==> config.mk <==
export PLATFORM = sky130hd
export DESIGN_NAME = vga_fb_writer
export DESIGN_NICKNAME = d
export VERILOG_FILES = /design/src/rtl/vga_fb_writer.sv
export SDC_FILE = /design/constraint.sdc
export NUM_CORES = 1
export LEC_CHECK = 0
export ABC_CLOCK_PERIOD_IN_PS = 6200
export CORE_ASPECT_RATIO = 1.25
export CORE_UTILIZATION = 55
export DETAILED_ROUTE_END_ITERATION = 12
export HOLD_SLACK_MARGIN = 0.08
export PLACE_DENSITY = 0.86
export SETUP_SLACK_MARGIN = 0.4
export SYNTH_ARGS = -nofsm -noshare
export SYNTH_HDL_FRONTEND = slang
export SYNTH_SLANG_ARGS = --single-unit
==> constraint.sdc <==
create_clock -name i_clk -period 6.2 [get_ports i_clk]
set_input_delay 0.93 -clock i_clk [delete_from_list [all_inputs] [get_ports i_clk]]
set_output_delay 0.93 -clock i_clk [all_outputs]
set_load 0.05 [all_outputs]
==> src/rtl/vga_fb_writer.sv <==
// Write-side framebuffer engine: single-pixel read-modify-write and full-frame
// clear into 16-bit video memory holding two 8-bit pixels per word.
module vga_fb_writer #(
  parameter int          H_DISPLAY          = 640,
  parameter int          V_DISPLAY          = 480,
  parameter int          WORDS_PER_LINE     = 320,
  parameter logic [17:0] BEGIN_VIDEO_MEMORY = 18'h0
) (
  input  logic        i_clk,
  input  logic        i_reset,
  input  logic        i_req,
  input  logic [9:0]  i_x,
  input  logic [8:0]  i_y,
  input  logic [7:0]  i_color,
  input  logic        i_clear,
  output logic        o_busy,
  output logic        o_ack,
  output logic        o_err,
  output logic [17:0] o_mem_address,
  output logic [15:0] o_mem_wdata,
  input  logic [15:0] i_mem_rdata,
  output logic        o_mem_read,
  output logic        o_mem_write,
  input  logic        i_mem_grant
);

  typedef enum logic [2:0] {
    S_IDLE,
    S_CALC,
    S_RD,
    S_MERGE,
    S_WR,
    S_CLR,
    S_DONE
  } state_t;

  localparam logic [17:0] LAST_ADDR =
    BEGIN_VIDEO_MEMORY + 18'(WORDS_PER_LINE * V_DISPLAY - 1);

  state_t      r_state;
  state_t      w_state_next;
  logic [9:0]  r_x;
  logic [8:0]  r_y;
  logic [7:0]  r_color;
  logic        r_err;
  logic [17:0] r_addr;
  logic [15:0] r_wdata;

  logic        w_out_of_range;
  logic [17:0] w_calc_addr;
  logic [17:0] w_y_ext;

  assign w_out_of_range = ({22'd0, r_x} >= 32'(H_DISPLAY)) ||
                          ({23'd0, r_y} >= 32'(V_DISPLAY));

  // Row offset y*320 built from shifts; 18-bit wrap is intentional.
  assign w_y_ext     = {9'd0, r_y};
  assign w_calc_addr = BEGIN_VIDEO_MEMORY + (w_y_ext << 8) + (w_y_ext << 6)
                     + {9'd0, r_x[9:1]};

  always_ff @(posedge i_clk or posedge i_reset) begin
    if (i_reset) begin
      r_state <= S_IDLE;
    end else begin
      r_state <= w_state_next;
    end
  end

  always_comb begin
    w_state_next = r_state;
    case (r_state)
      S_IDLE: begin
        if (i_clear) begin
          w_state_next = S_CLR;
        end else if (i_req) begin
          w_state_next = S_CALC;
        end
      end
      S_CALC:  w_state_next = w_out_of_range ? S_DONE : S_RD;
      S_RD:    if (i_mem_grant) w_state_next = S_MERGE;
      S_MERGE: w_state_next = S_WR;
      S_WR:    if (i_mem_grant) w_state_next = S_DONE;
      S_CLR:   if (i_mem_grant && (r_addr == LAST_ADDR)) w_state_next = S_DONE;
      S_DONE:  w_state_next = S_IDLE;
      default: w_state_next = S_IDLE;
    endcase
  end

  always_ff @(posedge i_clk or posedge i_reset) begin
    if (i_reset) begin
      r_x     <= '0;
      r_y     <= '0;
      r_color <= '0;
      r_err   <= 1'b0;
      r_addr  <= BEGIN_VIDEO_MEMORY;
      r_wdata <= '0;
    end else begin
      case (r_state)
        S_IDLE: begin
          if (i_clear) begin
            r_color <= i_color;
            r_err   <= 1'b0;
            r_addr  <= BEGIN_VIDEO_MEMORY;
            r_wdata <= {i_color, i_color};
          end else if (i_req) begin
            r_x     <= i_x;
            r_y     <= i_y;
            r_color <= i_color;
            r_err   <= 1'b0;
          end
        end
        S_CALC: begin
          if (w_out_of_range) begin
            r_err <= 1'b1;
          end else begin
            r_addr <= w_calc_addr;
          end
        end
        // Even x lives in the high byte, odd x in the low byte.
        S_MERGE: begin
          r_wdata <= r_x[0] ? {i_mem_rdata[15:8], r_color}
                            : {r_color, i_mem_rdata[7:0]};
        end
        S_CLR: begin
          if (i_mem_grant && (r_addr != LAST_ADDR)) begin
            r_addr <= r_addr + 18'd1;
          end
        end
        default: ;
      endcase
    end
  end

  // Strobes decode straight from the state so a reset drops them at once.
  assign o_busy        = (r_state != S_IDLE);
  assign o_ack         = (r_state == S_DONE);
  assign o_err         = (r_state == S_DONE) && r_err;
  assign o_mem_read    = (r_state == S_RD);
  assign o_mem_write   = (r_state == S_WR) || (r_state == S_CLR);
  assign o_mem_address = r_addr;
  assign o_mem_wdata   = r_wdata;

endmodule
# Yosys cells after proc, flatten, opt, wreduce, memory -nomap -nowiden
# Cells that the tools add are included.
[classes]
bitwise = 1
mux = 20
n_eq_ne = 16
add_sub_neg = 3
n_reduce_logical = 17
order_cmp = 2
[op_table]
columns = ["operator", "n"]
rows = [
  ["18-bit two-way mux", 3],
  ["18-bit one-hot mux with 3 select lines", 1],
  ["16-bit two-way mux", 2],
  ["16-bit one-hot mux with 2 select lines", 1],
  ["17-bit by 15-bit adder with 18-bit output", 1],
  ["18-bit by 1-bit adder with 18-bit output (second input constant)", 1],
  ["18-bit by 9-bit adder with 18-bit output", 1],
  ["18-bit == test (second input constant)", 1],
  ["3-bit two-way mux", 6],
  ["18-bit inequality test (second input constant)", 1],
  ["3-bit one-hot mux with 6 select lines", 1],
  ["8-bit two-way mux", 2],
  ["2-bit inequality test (second input constant)", 6],
  ["10-bit >= comparator (second input constant)", 1],
  ["3-bit == test (second input constant)", 3],
  ["9-bit >= comparator (second input constant)", 1],
  ["4-bit AND reduction", 2],
  ["3-bit by 2-bit == test with 1-bit output (second input constant)", 2],
  ["3-bit AND reduction", 2],
  ["2-bit nonzero test", 3],
  ["3-bit nonzero test", 2],
  ["2-bit AND reduction", 2],
  ["3-bit by 1-bit == test with 1-bit output (second input constant)", 1],
  ["1-bit logical AND", 3],
  ["7 further kinds", 10],
]
[totals]
inputBits = 48
output_inout_bits = 39
ff_bits = 65

# Longest topological paths before layout
[logic_depth]
word_depth = 4
mapped_depth = 10

# Worst setup path after synthesis
# OpenSTA, ideal clock, no wires.
[synth_timing]
kind = "register to register"
start = "register r_x[9]"
end = "register r_addr[17] (netlist: o_mem_address[17])"
path_stages_with_launch = 11
arrival_time_ns = 2.398
required_ns = 6.079
setup_slack_ns = 3.681
path_buffers = 0
cell_sequence = "dfrtp_1 inv_1 fa_1 inv_1 ha_1 nor2b_1 o31a_1 or4_1 a31oi_1 o21ai_0 a22o_2"
[synth_via]
elab_chain_len = 4
elab_cells_between_ends = 7
[synth_rtl]
columns = ["item", "line", "rtl"]
rows = [
  ["start, declared", "42", "logic [9:0] r_x;"],
  ["start signal, assigned", "106", "r_x <= i_x;"],
  ["parallel branches: the longest is 4 deep, another holds 18-bit by 9-bit adder with 18-bit output", "n/a", ""],
  ["end signal, assigned", "116", "r_addr <= w_calc_addr;"],
  ["end signal, assigned", "126", "r_addr <= r_addr + 18'd1;"],
  ["end, declared", "46", "logic [17:0] r_addr;"],
]
# Several ways; the timed one is not identified. The select of a mux whose other input is x is not followed.
# A chain may end at the register's enable or synchronous reset.

# Worst setup path in the final report
[layout_timing]
start = "register r_state[0]"
end = "output o_err"
[layout_via]
elab_chain_len = 2
[layout_rtl]
columns = ["item", "line", "rtl"]
rows = [
  ["start, declared", "40", "state_t r_state;"],
  ["start signal, assigned", "65", "r_state <= w_state_next;"],
  ["3-bit == test", "137", "assign o_err = (r_state == S_DONE) && r_err;"],
  ["1-bit logical AND", "137", ""],
  ["end, declared", "18", "output logic o_err,"],
]
# Every way passes these cells.

==> flow_metrics.py <==
metrics = {
    "outcome": {
        "status": "finished, final reports clean",
    },
    "layout": {
        "finish.utilization_pct": 72.2,
        "fraction_of_final_layout_cells_with_drive_strength_greater_than_1_pct": 13.3,
        "finish.net_count": 538,
        "layout.cells.most_common": "clkdlybuf4s50_1",
        "n_antenna_cell": 0,
        "synthToLayoutAreaGrowth_pct": 27.7,
        "finish.cell_count_without_fillers": 565,
        "mostFrequentLayoutCells": "clkdlybuf4s50_1, dfrtp_1, nor2_1",
        "fillers": 485,
    },
    "cts": {
        "worst_setup_hold_path_clk_slew_ns": 0.07,
        "cts_tree": "yes",
        "cts.sink_count": 65,
        "clock_insertion_delay_worst_skew_ns": 0.35,
        "post_cts_sizing_count": 0,
        "cts_buffers": 9,
        "clock_tree.htree_level_count": 3,
        "ctsHoldBuffers": 0,
        "postCtsSetupRepairBufs": 0,
        "clk_root_buffer_cell": "clkbuf_8",
        "clock_tree.buffer_depth": 2,
    },
    "sta": {
        "timing.fmax_mhz": 312,
        "fin_skew_ns": 0.00650,
        "rsz_0062_raised_after_global_routing": "false",
        "period_share_pct": 51.6,
        "relSlewSlack_pct": 36.0,
        "timing_worst_slew_pin_value_ns": 0.957,
        "finalHoldViolations": 0,
        "final_period_minus_worst_setup_slack_ns": 3.20,
        "timing.final.max_slew_violations": 0,
        "setup_viol": 0,
        "total_negative_setup_slacks_ns": 0,
    },
    "place": {
        "finalWeightedCongestion": 0.928,
        "buffer_ports.inserted": 86,
        "dp_hpwl_um": 6940,
        "place_inst": 549,
    },
    "floorplan": {
        "initial_core_util_pct": 56.5,
        "die-area_um2": 7470,
        "fp-row-count": 34,
        "die_width_um": 77.5,
        "core_region_area_um2": 6930,
        "die-height_um": 96.4,
        "i_o_pin_total": 87,
    },
    "power": {
        "max-vdd-ir-drop_mv": 0.374,
        "switching_share_pct": 48.2,
        "fin_total_pwr_mw": 2.90,
        "internal_pwr_total_mw": 1.50,
        "combinationalPowerShare_pct": 58.8,
        "power.switching_mw": 1.39,
        "leak_pwr_nw": 2.15,
        "pwr_density_cell_nw_per_um2": 578,
        "seq_power_share_pct": 28.8,
        "clock_power_share_pct": 12.4,
    },
    "global_route": {
        "grt_usage_pct": 26.9,
        "grt_overflow_total": 0,
        "grt_pass1_wl_um": 15500,
        "vias_in_the_first_global_route": 3356,
        "grt_antenna_before_repair": 0,
        "grt_max_degree": 66,
    },
    "yosys": {
        "total_standard_cell_area_after_synthesis_um2": 3920,
        "number_of_distinct_library_cells_after_synthesis": 61,
        "postSynthRegisterBits": 65,
        "synthesis.nets": 456,
        "yosys-top-cells-area": "dfrtp_1, mux2_2, ha_1",
        "synth_top_cell_by_area": "dfrtp_1",
        "synthesis.instances": 388,
        "synth_largest_type_area_fraction_pct": 41.5,
        "postSynthAreaPerCell_um2": 10.1,
        "ys_warn_count": 0,
        "ys_dominant_reg_cell": "dfrtp_1",
        "ys_seq_area_share_pct": 41.5,
        "synth-async-reset-ratio_pct": 100,
        "synth_edf_count": 0,
    },
    "worst_setup_path": {
        "critPathCaptureType": "primary output",
        "critPathTopFamily": "buffers and inverters",
        "critical-path-max-stage-delay_ns": 0.80,
        "start_kind": "register",
        "critical_path_class": "register to primary output",
        "worst-path-buf-inv": 2,
        "crit_chain": "inv_1, and3_1, and2_1, clkdlybuf4s50_1",
        "timing.critical_path.arrival_ns": 2.27,
        "critPathSlowestCell": "clkdlybuf4s50_1",
        "data_required_time_at_the_worst_endpoint_ns": 5.27,
        "largest_fanout_of_any_net_on_the_critical_path": 13,
    },
    "routing": {
        "vias": 3394,
        "via_per_inst": 6.01,
        "overall_routed_net_length_um": 9540,
        "detail-route-antenna-nets": 0,
        "drt_first_pass_iters": 6,
        "drc": 0,
        "route.detailed.wl_per_inst_um": 16.9,
        "drt_first_iter_violations": 211,
    },
    "flow_run": {
        "timing.max_cap.violations": 0,
    },
    "worst_hold_path": {
        "min_path_type": "register to register",
    },
}
-- area by class of cell --
class	instances	area [um^2]	share of cell area, %
multi-input cells	288	2120	42.4
flip-flops and latches	65	1630	32.5
repair buffers	90	891	17.8
clock buffers	9	124	2.47
well taps	90	113	2.25
clock inverters	7	71.3	1.42
inverters	16	60.1	1.20
-- cells by family after synthesis --
| kind of cell | Yosys count | share of synthesized area (%) |
|---|---|---|
| compound gates | 117 | 20.0 |
| simple gates | 102 | 14.1 |
| flops | 65 | 41.5 |
| mux | 43 | 11.8 |
| buf+inv | 35 | 4.47 |
| fa+ha+maj | 20 | 6.77 |
| xor+xnor | 6 | 1.34 |
-- synth_stat cells (4+ instances only) --
library cell,count
clkbuf_1,10
a21oi_1,18
dfrtp_1,65
o21ai_0,27
o2bb2ai_1,4
a211oi_1,20
nand2b_1,4
a31oi_1,6
nand3_1,12
mux2_2,27
nor3_1,7
and2_1,5
a21o_1,18
nand4_1,5
xnor2_1,5
and3_1,4
o22ai_1,4
nand2_1,15
ha_1,18
inv_1,16
mux2i_1,16
nor2_1,30
-- layer usage --
metal  part of all wire [%]  track usage (%)  up-vias
li1                       -                -     1609
met1                     39             30.6     1633
met2                     52             48.6      131
met3                    5.9             5.82       21
met4                    2.3             11.9        0
met5                      0                0        -
-- power groups by stage --
stage | clock network, mW | registers (mW) | logic [mW]
6_report | 0.358 | 0.834 | 1.70
5_1_grt | 0.379 | 0.865 | 1.83
4_1_cts | 0.362 | 0.831 | 1.70
3_5_place_dp | 0 | 0.839 | 1.69
3_3_place_gp | 0 | 0.829 | 1.64
2_1_floorplan | 0 | 1.07 | 0.982
-- state kept, by name, indices dropped and copies added (netlist names) --
signal and count:
o_mem_address 18, r_x 10, r_state 3, r_color 8, r_y 9, o_mem_wdata 16, r_err 1
-- per-stage QoR --
step                setup WS [ns]  hold WS, ns  cell area [um^2]
finish                       3.00        0.476              5010
global route                 2.94        0.498              5010
CTS                          3.01        0.484              5010
detailed placement           2.97        0.467              4810
global placement             3.09        0.462              4810
floorplan                    3.64        0.454              3920
-- final timing paths --
| check | start | endpoint | slack (ns) | cells after the start |
|---|---|---|---|---|
| setup / recovery | r_state[0] | o_err | 3.00 | 4 |
| hold / removal | o_mem_wdata[7] | o_mem_wdata[7] | 0.48 | 1 |
| setup reg to reg | r_y[0] | o_mem_address[17] | 3.41 | 10 |
| hold reg to reg | o_mem_wdata[7] | o_mem_wdata[7] | 0.48 | 1 |
| max in group asynchronous | i_reset | o_mem_address[13] | 4.52 | 3 |
| min in group asynchronous | i_reset | o_mem_wdata[6] | 1.14 | 3 |
Power figures use the tool's default switching activity.
